--- config.mk ---
export PLATFORM = sky130hd
export DESIGN_NAME = sbox_pipe
export DESIGN_NICKNAME = d
export VERILOG_FILES = /design/src/rtl/sdes_pkg.sv /design/src/rtl/sbox_lane.sv /design/src/rtl/sbox_pipe.sv
export SDC_FILE = /design/constraint.sdc
export NUM_CORES = 1
export LEC_CHECK = 0
export CAP_MARGIN = 20
export CORE_MARGIN = 10
export CORE_UTILIZATION = 50
export CTS_CLUSTER_SIZE = 28
export DETAILED_ROUTE_END_ITERATION = 8
export HOLD_SLACK_MARGIN = 0.03
export PLACE_DENSITY = 0.79
export SYNTH_ARGS = -nofsm -noshare
export SYNTH_HDL_FRONTEND = slang
export SYNTH_HIERARCHICAL = 1
export SYNTH_SLANG_ARGS = --single-unit
--- constraint.sdc ---
create_clock -name clk -period 2.79 [get_ports clk]
set_clock_uncertainty 0.1 [all_clocks]
set_input_delay 0.279 -clock clk [delete_from_list [all_inputs] [get_ports clk]]
set_output_delay 0.279 -clock clk [all_outputs]
set_load 0.01 [all_outputs]
--- src/rtl/sdes_pkg.sv ---
// Shared S-DES S-box constants and index helpers for the pipelined lookup engine.
// The S0/S1 tables are stored row-major as [row][col].
package sdes_pkg;

  localparam logic [1:0] S0_TBL [4][4] = '{
    '{2'd1, 2'd0, 2'd3, 2'd2},
    '{2'd3, 2'd2, 2'd1, 2'd0},
    '{2'd0, 2'd2, 2'd1, 2'd3},
    '{2'd3, 2'd1, 2'd3, 2'd2}
  };

  localparam logic [1:0] S1_TBL [4][4] = '{
    '{2'd0, 2'd1, 2'd2, 2'd3},
    '{2'd2, 2'd0, 2'd1, 2'd3},
    '{2'd3, 2'd0, 2'd1, 2'd0},
    '{2'd2, 2'd1, 2'd0, 2'd3}
  };

  // Outer bits form the row, inner bits the column; result is {row, col}.
  function automatic int sbox_index(input int x, input int col_bits);
    int row;
    int col;
    row = (((x >> (col_bits + 1)) & 1) << 1) | (x & 1);
    col = (x >> 1) & ((1 << col_bits) - 1);
    return (row << col_bits) | col;
  endfunction

  function automatic int default_entry(input int lane, input int i, input int col_bits,
                                       input int out_w);
    logic [1:0] r;
    logic [1:0] c;
    r = 2'((i >> 2) & 3);
    c = 2'(i & 3);
    if (col_bits == 2 && out_w == 2) begin
      if ((lane % 2) == 0) return int'(S0_TBL[r][c]);
      return int'(S1_TBL[r][c]);
    end
    return i & ((1 << out_w) - 1);
  endfunction

endpackage

--- src/rtl/sbox_lane.sv ---
// One S-box lane: writable substitution table with reset defaults and a registered read.
// A read and a write to the same entry on one edge return the pre-write contents.
module sbox_lane
  import sdes_pkg::*;
#(
  parameter int LANE     = 0,
  parameter int COL_BITS = 2,
  parameter int OUT_W    = 2
) (
  input  logic                  clk,
  input  logic                  rst,
  input  logic                  i_we,
  input  logic [COL_BITS+1:0]   i_waddr,
  input  logic [OUT_W-1:0]      i_wdata,
  input  logic                  i_rd_en,
  input  logic [COL_BITS+1:0]   i_raddr,
  output logic [OUT_W-1:0]      o_rdata
);

  localparam int IN_W  = COL_BITS + 2;
  localparam int DEPTH = 1 << IN_W;

  logic [OUT_W-1:0] r_tbl [DEPTH];
  logic [OUT_W-1:0] r_rdata_p2;

  always_ff @(posedge clk) begin
    if (rst) begin
      for (int i = 0; i < DEPTH; i++) begin
        r_tbl[IN_W'(i)] <= OUT_W'(default_entry(LANE, i, COL_BITS, OUT_W));
      end
      r_rdata_p2 <= '0;
    end else begin
      if (i_we) r_tbl[i_waddr] <= i_wdata;
      if (i_rd_en) r_rdata_p2 <= r_tbl[i_raddr];
    end
  end

  assign o_rdata = r_rdata_p2;

endmodule

--- src/rtl/sbox_pipe.sv ---
// Multi-lane S-box lookup engine with a 2-stage valid/ready pipeline:
// stage 1 holds the decoded {row,col} indices, stage 2 holds the table read.
module sbox_pipe
  import sdes_pkg::*;
#(
  parameter int NUM_LANES = 2,
  parameter int COL_BITS  = 2,
  parameter int OUT_W     = 2,
  localparam int IN_W     = COL_BITS + 2,
  localparam int LANE_W   = (NUM_LANES > 1) ? $clog2(NUM_LANES) : 1
) (
  input  logic                      clk,
  input  logic                      rst,
  input  logic                      in_valid,
  output logic                      in_ready,
  input  logic [NUM_LANES*IN_W-1:0] in_data,
  output logic                      out_valid,
  input  logic                      out_ready,
  output logic [NUM_LANES*OUT_W-1:0] out_data,
  input  logic                      cfg_we,
  input  logic [LANE_W-1:0]         cfg_lane,
  input  logic [IN_W-1:0]           cfg_addr,
  input  logic [OUT_W-1:0]          cfg_data
);

  logic w_adv1;
  logic w_adv2;
  logic r_vld_p1;
  logic r_vld_p2;

  // A stage may load when it is empty or its content moves on this edge.
  assign w_adv2    = !r_vld_p2 || out_ready;
  assign w_adv1    = !r_vld_p1 || w_adv2;
  assign in_ready  = w_adv1;
  assign out_valid = r_vld_p2;

  always_ff @(posedge clk) begin
    if (rst) begin
      r_vld_p1 <= 1'b0;
      r_vld_p2 <= 1'b0;
    end else begin
      if (w_adv1) r_vld_p1 <= in_valid;
      if (w_adv2) r_vld_p2 <= r_vld_p1;
    end
  end

  for (genvar l = 0; l < NUM_LANES; l++) begin : g_lane
    logic [IN_W-1:0] w_idx;
    logic [IN_W-1:0] r_idx_p1;
    logic            w_we;

    assign w_idx = IN_W'(sbox_index(int'(in_data[l*IN_W +: IN_W]), COL_BITS));
    assign w_we  = cfg_we && (int'(cfg_lane) == l);

    // Stage 1: decoded index
    always_ff @(posedge clk) begin
      if (w_adv1 && in_valid) r_idx_p1 <= w_idx;
    end

    // Stage 2: table read lands directly in the output register
    sbox_lane #(
      .LANE     (l),
      .COL_BITS (COL_BITS),
      .OUT_W    (OUT_W)
    ) u_lane (
      .clk     (clk),
      .rst     (rst),
      .i_we    (w_we),
      .i_waddr (cfg_addr),
      .i_wdata (cfg_data),
      .i_rd_en (w_adv2 && r_vld_p1),
      .i_raddr (r_idx_p1),
      .o_rdata (out_data[l*OUT_W +: OUT_W])
    );
  end

endmodule

# ---- Word-level counts from Yosys, hierarchy flattened
# Memories as Yosys holds them, arrays and structs flattened. A register that Yosys moved wholly into a read port is not among the register bits.
# Cells that the tools add are included.
dict set report word_totals {
  reg_bits 10
  ram_bits 64
  in_bits 20
  mem_count 2
}
dict set report op_classes {
  n_mux 49
  n_bitwise 5
  n_reduce_logical 10
}
# memory depth width rd rd_clocked_by_memory_dff wr line_no
set memory_table {}
lappend memory_table {{g_lane[0].u_lane.r_tbl} 16 2 1 1 16 sbox_lane.sv:23} ;# logic [OUT_W-1:0] r_tbl [DEPTH];
lappend memory_table {{g_lane[1].u_lane.r_tbl} 16 2 1 1 16 sbox_lane.sv:23}
# op count
set ops {}
lappend ops {{$mux 2} 32}
lappend ops {{$mux 1} 15}
lappend ops {{$mux 4} 2}
lappend ops {{$or 4x2->4} 2}
lappend ops {{$logic_and 1x1->1} 4}
lappend ops {{$or 2x1->2} 2}
lappend ops {{$reduce_or 2->1} 2}
lappend ops {{$logic_not 1->1} 2}
lappend ops {{$logic_or 1x1->1} 2}
lappend ops {{$not 1->1} 1}

# ---- Longest topological paths before layout
# Gate-level depths: netlist (run 1).
dict set report logic_depth {
  depth_word 7
  depth_mapped 6
}

# ---- Cells and area by module
# Netlist (run 1), hierarchy kept.
# module n_inst cells_each area_each_um2 seq_area_each_um2
set modules_own_cells {}
lappend modules_own_cells {{sbox_lane (g_lane[0].u_lane)} 1 157 1760.4 1001.0}
lappend modules_own_cells {{sbox_lane (g_lane[1].u_lane)} 1 159 1725.4 1001.0}
lappend modules_own_cells {sbox_pipe 1 20 356.6 280.3}

# ---- Least setup slack after synthesis (run 1)
# Ideal clock, no wire load.
dict set report synth_path {
  path_kind {input -> register}
  startpoint {input cfg_we}
  endpoint {memory g_lane[0].u_lane.r_tbl[11][0] (enable)}
  setup_time_ns 0.296
  arrival_time_ns 1.215
  required_time_ns 2.394
  path_slack_ns 1.178
  path_stages 5
  path_buffers 1
  cell_sequence {nor2b_1 -> nor4bb_1 -> buf_2 -> and3_1 -> or2_1}
}
# element line_no
set synth_lines {}
lappend synth_lines {{start, declared} sbox_pipe.sv:20} ;# input logic cfg_we,
lappend synth_lines {{end, declared} sbox_lane.sv:23}

==> impl_results.md, run 1 <==
- Wire length per cell: 17.1 um
- Max-slew violation count: 0
- I/O pin count: 26
- Chip Width: 108 um
- Period utilisation layout: 0.744
- Asr flop ratio synth: 0
- Clock Power Share: 0.384
- Critical R2R Launch: g_lane[1].r_idx_p1[2]
- Register bit total from synthesis: 78
- Worst Path Max Fanout: 14
- Leading post-synthesis cells by cell area: edfxtp_1 (56%), mux2i_1 (8.3%), nand3_1 (3.9%), nand2_1 (3.8%), dfxtp_1 (3.1%)
- Worst reg2reg endpoint: g_lane[1].u_lane/o_rdata[1]
- Clock-pin transition on the worst setup and hold timing paths: 70 ps
- Iter 0 DRT Violations: between 200 and 250
- Syn avg cell area: 11.4 sq um
- Via density per instance: approximately 5.8
- Arrival time worst endpoint: 2040 ps
- Nets: 378
- Net Sw Power: approximately 0.57 mW
- Combinational group share of total power: 0.085
- Crit path kind: input port to flip-flop
- Share of the synthesized area in the top cell type: 0.563
- P_leak: 1.57 nW
- Setup crit end kind: flip-flop
- Max_cap viols: 0
- PostCTS Resize Cnt: 0
- CP required: 2760 ps
- Flop2flop setup slack: 990 ps
- RSZ-0062 raised after global routing: false
- Total congestion overflow: 0
- CTS tree: done
- Synth warnings: 6
- DR DRC count: 0
- Fillers: 579
- Detail Placement HPWL: between 5000 and 6000 um
- Final Hold Viols: 0
- Hold Crit Start: g_lane[1].u_lane/o_rdata[1]
- Tot Pwr: 2.60 mW
- Post-Syn Instances: 336
- Hold slack final: roughly 360 ps
- HP Class: flip-flop to flip-flop
- ANT cells: 0
- Gpl congestion: between 0.8 and 0.9
- Clock buffer depth: 2
- First-pass GRT wire length: 12700 um
- Int Pwr: 2.03 mW
- Prevailing post-synth register cell: edfxtp_1
- FP Rows: 31
- Largest net degree at the start of global routing: 19
- Outcome: finished clean
- Reg power frac: 0.530
- Number of antenna-violating nets in the routed design: 0
- Share of cells above drive strength 1: 0.0826
- Peak supply drop: 295 uV
- Vias in the first global route: 2603
- Synth area leader: edfxtp_1
- Finish-stage setup viols: 0
- Die area: 11600 sq um
- Post-synth EDFFs: 72
- Die H: 108 um
- Final worst path period need: 2080 ps
- Commonest non-fill, non-tap cells in the layout: edfxtp_1 (72), nand2_1 (39), mux2i_1 (32)
- Tot GR Track Use: 0.141
- Initial Util: 0.521
- Initial antenna violation count: 0
- Slew @ Worst Pin: approximately 870 ps
- CTS Buf Count: 9
- CTS Root Cell: clkbuf_8
- Mapped Area: 3840 sq um
- Clock sinks: 78
- Register area share after synthesis: 0.594
- Initial DRT Pass Iterations: 4
- I/O Buffers: 25
- Most common cell after layout, fill and taps aside: edfxtp_1
- Setup TNS: 0 ps
- Placed insts: 446
- Max-Slew Margin vs Limit: 0.419
- Via count: 2663
- Reg2reg path depth: 5
- Startpoint types: input port
- Post-CTS Hold Buffers: 0
- Reg area: 2280 sq um
- Total core area: 7370 sq um
- Synthesized net count: 356
- Synth cell types: 40
- Peak Freq: 482 MHz
- Hold EP: g_lane[1].u_lane/o_rdata[1]
- Post-Route WL: 7920 um
- Sw frac: 0.219
- # Post-CTS Setup Buffers: 0
- Min-Delay Path Depth: 2
- H-tree levels: 3
- Multi-input gate area: 1420 sq um
- Fin cells: 462
- Area grow syn2layout: 14.0%
- Clock latency at the later pin of the worst-skew pair: 360 ps
- PwrDens: 593 nW/um^2
-- logic make-up (layout without fill, tap and decap cells) --
group / Yosys count / after routing / synth area share
AO/OA/AOI/OAI: 29 / 29 / 0.0479
buffers and inverters: 26 / 53 / 0.0355
flip-flops: 78 / 78 / 0.594
multiplexers: 32 / 32 / 0.0834
AND/OR/NAND/NOR: 171 / 171 / 0.239
-- Yosys cell counts, types with 8 or more instances --
cell	number
nand2_1	39
mux2i_1	32
nand3_1	30
nor2b_1	9
o21ai_0	9
nand2b_1	15
nor3_1	15
nor2_1	23
edfxtp_1	72
a22oi_1	8
-- final cells by class --
type,count,area share
Clock inverter,6,0.0251
Multi-Input combinational cell,232,0.325
Sequential cell,78,0.521
Clock buffer,10,0.0291
Timing Repair Buffer,30,0.0657
Tap cell,99,0.0283
Inverter,7,0.00600
-- metal layers --
layer  track usage  routed length [um]  up-vias
met2         0.209                3550      113
met1         0.183                3540     1268
li1              -                   -     1269
met4        0.0668                 149        0
met3        0.0431                 681       13
met5             0                   0        -
-- power by group through the flow --
stage / clock network [mW] / registers (mW) / logic (mW)
floorplan: 0 / 1.39 / 0.145
global placement: 0 / 1.40 / 0.211
detailed placement: 0 / 1.40 / 0.218
CTS: 1.00 / 1.38 / 0.220
global route: 1.06 / 1.38 / 0.241
finish: 0.998 / 1.38 / 0.222
-- how the worst max path moves through the flow --
| stage | from | end | cells after the start |
|---|---|---|---|
| floorplan | cfg_we | g_lane[0].u_lane/r_tbl[11][0] | 5 |
| global placement | rst | g_lane[0].u_lane/r_tbl[14][0] | 4 |
| detailed placement | cfg_addr[0] | g_lane[1].u_lane/r_tbl[5][1] | 3 |
| CTS | rst | g_lane[0].u_lane/r_tbl[14][1] | 4 |
| global route | rst | g_lane[0].u_lane/r_tbl[14][1] | 4 |
| finish | rst | g_lane[0].u_lane/r_tbl[14][1] | 4 |
-- through the flow --
step | utilization | setup slack (ps) | area, sq um
6_report | 0.595 | 715 | 4380
3_3_place_gp | 0.562 | 499 | 4140
3_5_place_dp | 0.562 | 387 | 4140
4_1_cts | 0.595 | 759 | 4380
2_1_floorplan | - | 1180 | 3840
5_1_grt | 0.595 | 576 | 4380
-- registers in the layout, indices dropped and copies added (netlist names) --
register and flops:
r_vld_p1 1, out_valid 1, g_lane.u_lane/r_tbl 64, g_lane.u_lane/o_rdata 4, g_lane.r_idx_p1 8
-- worst max-delay path: stages --
cell	delay, ps
clkdlybuf4s50_1	680
nand4b_1	500
nor3b_1	390
or2_1	180
Power figures use the tool's default switching activity.
==> run 2, diff against run 1 <==
- PLACE_DENSITY: 0.79 -> 0.82
- clock period: 2.79 -> 1.7 ns (I/O delays scaled with it)
==> run 2 against run 1 <==
Net effect:
- die area stayed put
- global-route usage up 1.3 points
- non-clock buffer count is 42 higher
- largest power group unchanged
- clock-buffer cell count is 1 lower
==> impl_results.md, run 2 (synthesized netlist as in run 1, its figures left out) <==
- Outcome: finished clean
- CTS tree: done
- Clock buffer depth: 2 (unchanged)
- RSZ-0062 raised after global routing: true
- PostCTS Resize Cnt: 1 (+1)
- Hold Crit Start: in_data[7]
- Max reg flops: 64 (unchanged)
- Flop2flop setup slack: 110 ps (-880 ps)
- Number of antenna-violating nets in the routed design: 0 (unchanged)
- Worst Path Max Fanout: 5 (-9)
- Gpl congestion: 0.832 (+1.9%)
- PwrDens: 941 nW/um^2 (+59%)
- Critical R2R Launch: out_valid
- DR DRC count: 0 (unchanged)
- Total congestion overflow: 0 (unchanged)
- Via density per instance: 5.62 (-2.5%)
- CP peak stage delay: 480 ps (-200 ps)
- P_leak: 1.82 nW (+16%)
- H-tree levels: 3 (unchanged)
- Nets: 420 (+11%)
- Fin cells: 504 (+9.1%)
- Startpoint types: input port
- Reg2reg path depth: 6 (+1)
- Setup crit end kind: flip-flop
- CTS Root Cell: clkbuf_8
- Initial antenna violation count: 0 (unchanged)
- Die area: 11600 sq um (unchanged)
- Commonest non-fill, non-tap cells in the layout: edfxtp_1 (72), buf_4 (44), nand2_1 (39)
- CTS Buf Count: 9 (unchanged)
- ANT cells: 0 (unchanged)
- Critical path cell sequence: clkdlybuf4s50_1 > nor2b_2 > or4b_4 > nor2_1 > or2_1
- Placed insts: 488 (+9.4%)
- Clock sinks: 78 (unchanged)
- I/O Buffers: 25 (unchanged)
- HP Class: input port to flip-flop
- Period utilisation layout: 0.968
- Slowest-stage cell, CP: or4b_4
- Final worst path period need: roughly 1600 ps
- Total core area: 7370 sq um (unchanged)
- Crit. path cell count: 5 (+1)
- Fillers: 507 (-12%)
- Tot Pwr: 4.51 mW (+74%)
- Area grow syn2layout: 24.7%
- Initial Util: 0.521 (unchanged)
- Post-Route WL: 8630 um (+8.9%)
- Max-Slew Margin vs Limit: 0.634 (+0.215)
- Via count: 2832 (+6.3%)
- Finish-stage setup viols: 0 (unchanged)
- Min-Delay Path Depth: 1 (-1)
- Post-CTS Hold Buffers: 0 (unchanged)
- Slew @ Worst Pin: 548 ps (-324 ps)
- Largest net degree at the start of global routing: 18 (-1)
- First-pass GRT wire length: 13800 um (+8.2%)
- # Post-CTS Setup Buffers: 0 (unchanged)
- Biggest register: g_lane.u_lane/r_tbl
- Initial DRT Pass Iterations: 5 (+1)
- Most common cell after layout, fill and taps aside: edfxtp_1
- Clock latency at the later pin of the worst-skew pair: 360 ps (about the same)
- Clock-pin transition on the worst setup and hold timing paths: 80 ps (about the same)
- Vias in the first global route: 2756 (+5.9%)
- I/O pin count: 26 (unchanged)
- Max_cap viols: 0 (unchanged)
- Peak supply drop: 620 uV (+110%)
- Wire length per cell: 17.1 um (-0.18%)
- Iter 0 DRT Violations: 287 (+35%)
- Die H: 108 um (unchanged)
- Crit path kind: input port to flip-flop
- Detail Placement HPWL: 6020 um (+11%)
- Peak Freq: 608 MHz
- CP Buf/Inv Count: 1 (unchanged)
- Hold EP: g_lane[1].r_idx_p1[3]
- Worst path top cell family by delay: simple AND/OR/NAND/NOR gates
- Max-slew violation count: 0 (unchanged)
- CP required: 1670 ps (-1090 ps)
- Worst reg2reg endpoint: g_lane[1].u_lane/o_rdata[0]
- Chip Width: 108 um (unchanged)
- FP Rows: 31 (unchanged)
- Share of cells above drive strength 1: 0.195 (+0.112)
- Tot GR Track Use: 0.154 (+0.0135)
- Arrival time worst endpoint: 1620 ps (-420 ps)
- Final Hold Viols: 0 (unchanged)
-- run 2: where the power goes --
part           switching, mW  total [mW]  internal [mW]  leakage (nW)
Combinational          0.238       0.457          0.218         0.940
Clock                  0.689        1.80           1.12         0.127
Sequential            0.0506        2.25           2.20         0.755
Total                  0.978        4.51           3.53          1.82
-- run 2: worst max-delay path by stage --
stage / from / endpoint
finish: cfg_we / g_lane[0].u_lane/r_tbl[3][0]
global route: cfg_lane / g_lane[1].u_lane/r_tbl[10][1]
CTS: cfg_we / g_lane[0].u_lane/r_tbl[7][0]
detailed placement: cfg_we / g_lane[0].u_lane/r_tbl[9][0]
global placement: cfg_we / g_lane[0].u_lane/r_tbl[9][0]
floorplan: cfg_we / g_lane[0].u_lane/r_tbl[11][0]
-- run 2: metrics by stage --
step                TNS [ps]  utilization  hold WS (ps)  worst slack [ps]  cell area, sq um
floorplan                  0            -           132               197              3840
global placement      -20720        0.610           339              -332              4500
detailed placement    -26340        0.610           350              -431              4500
CTS                        0        0.646           248              15.1              4760
global route           -87.1        0.650           250             -18.4              4790
finish                     0        0.650           266              54.4              4790
-- run 2: area by class of cell --
class / instances / area, sq um / area share
sequential: 78 / 2280 / 0.476
multi-input combinational: 232 / 1460 / 0.304
timing repair buffer: 72 / 643 / 0.134
clock inverter: 7 / 136 / 0.0285
clock buffer: 9 / 124 / 0.0259
tap: 99 / 124 / 0.0259
inverter: 7 / 26.3 / 0.00548
-- run 2: metal layers --
layer,GRT usage,vias up,wire (um)
met4,0.0916,0,255
met5,0,-,0
li1,-,1353,-
met2,0.233,126,3950
met3,0.0431,28,679
met1,0.192,1325,3740
-- run 2: worst register-to-register path: stages (launching register included) --
cell	delay (ps)
dfxtp_1	350
nand2b_1	100
and2_2	180
or3b_2	480
a21oi_2	130
nand3_1	100
nand3_1	90
==> run 3, diff against run 2 <==
- GPL_ROUTABILITY_DRIVEN: default -> 0
==> results of run 3 <==
Final layout, timing and power as in run 2 (identical DEF).
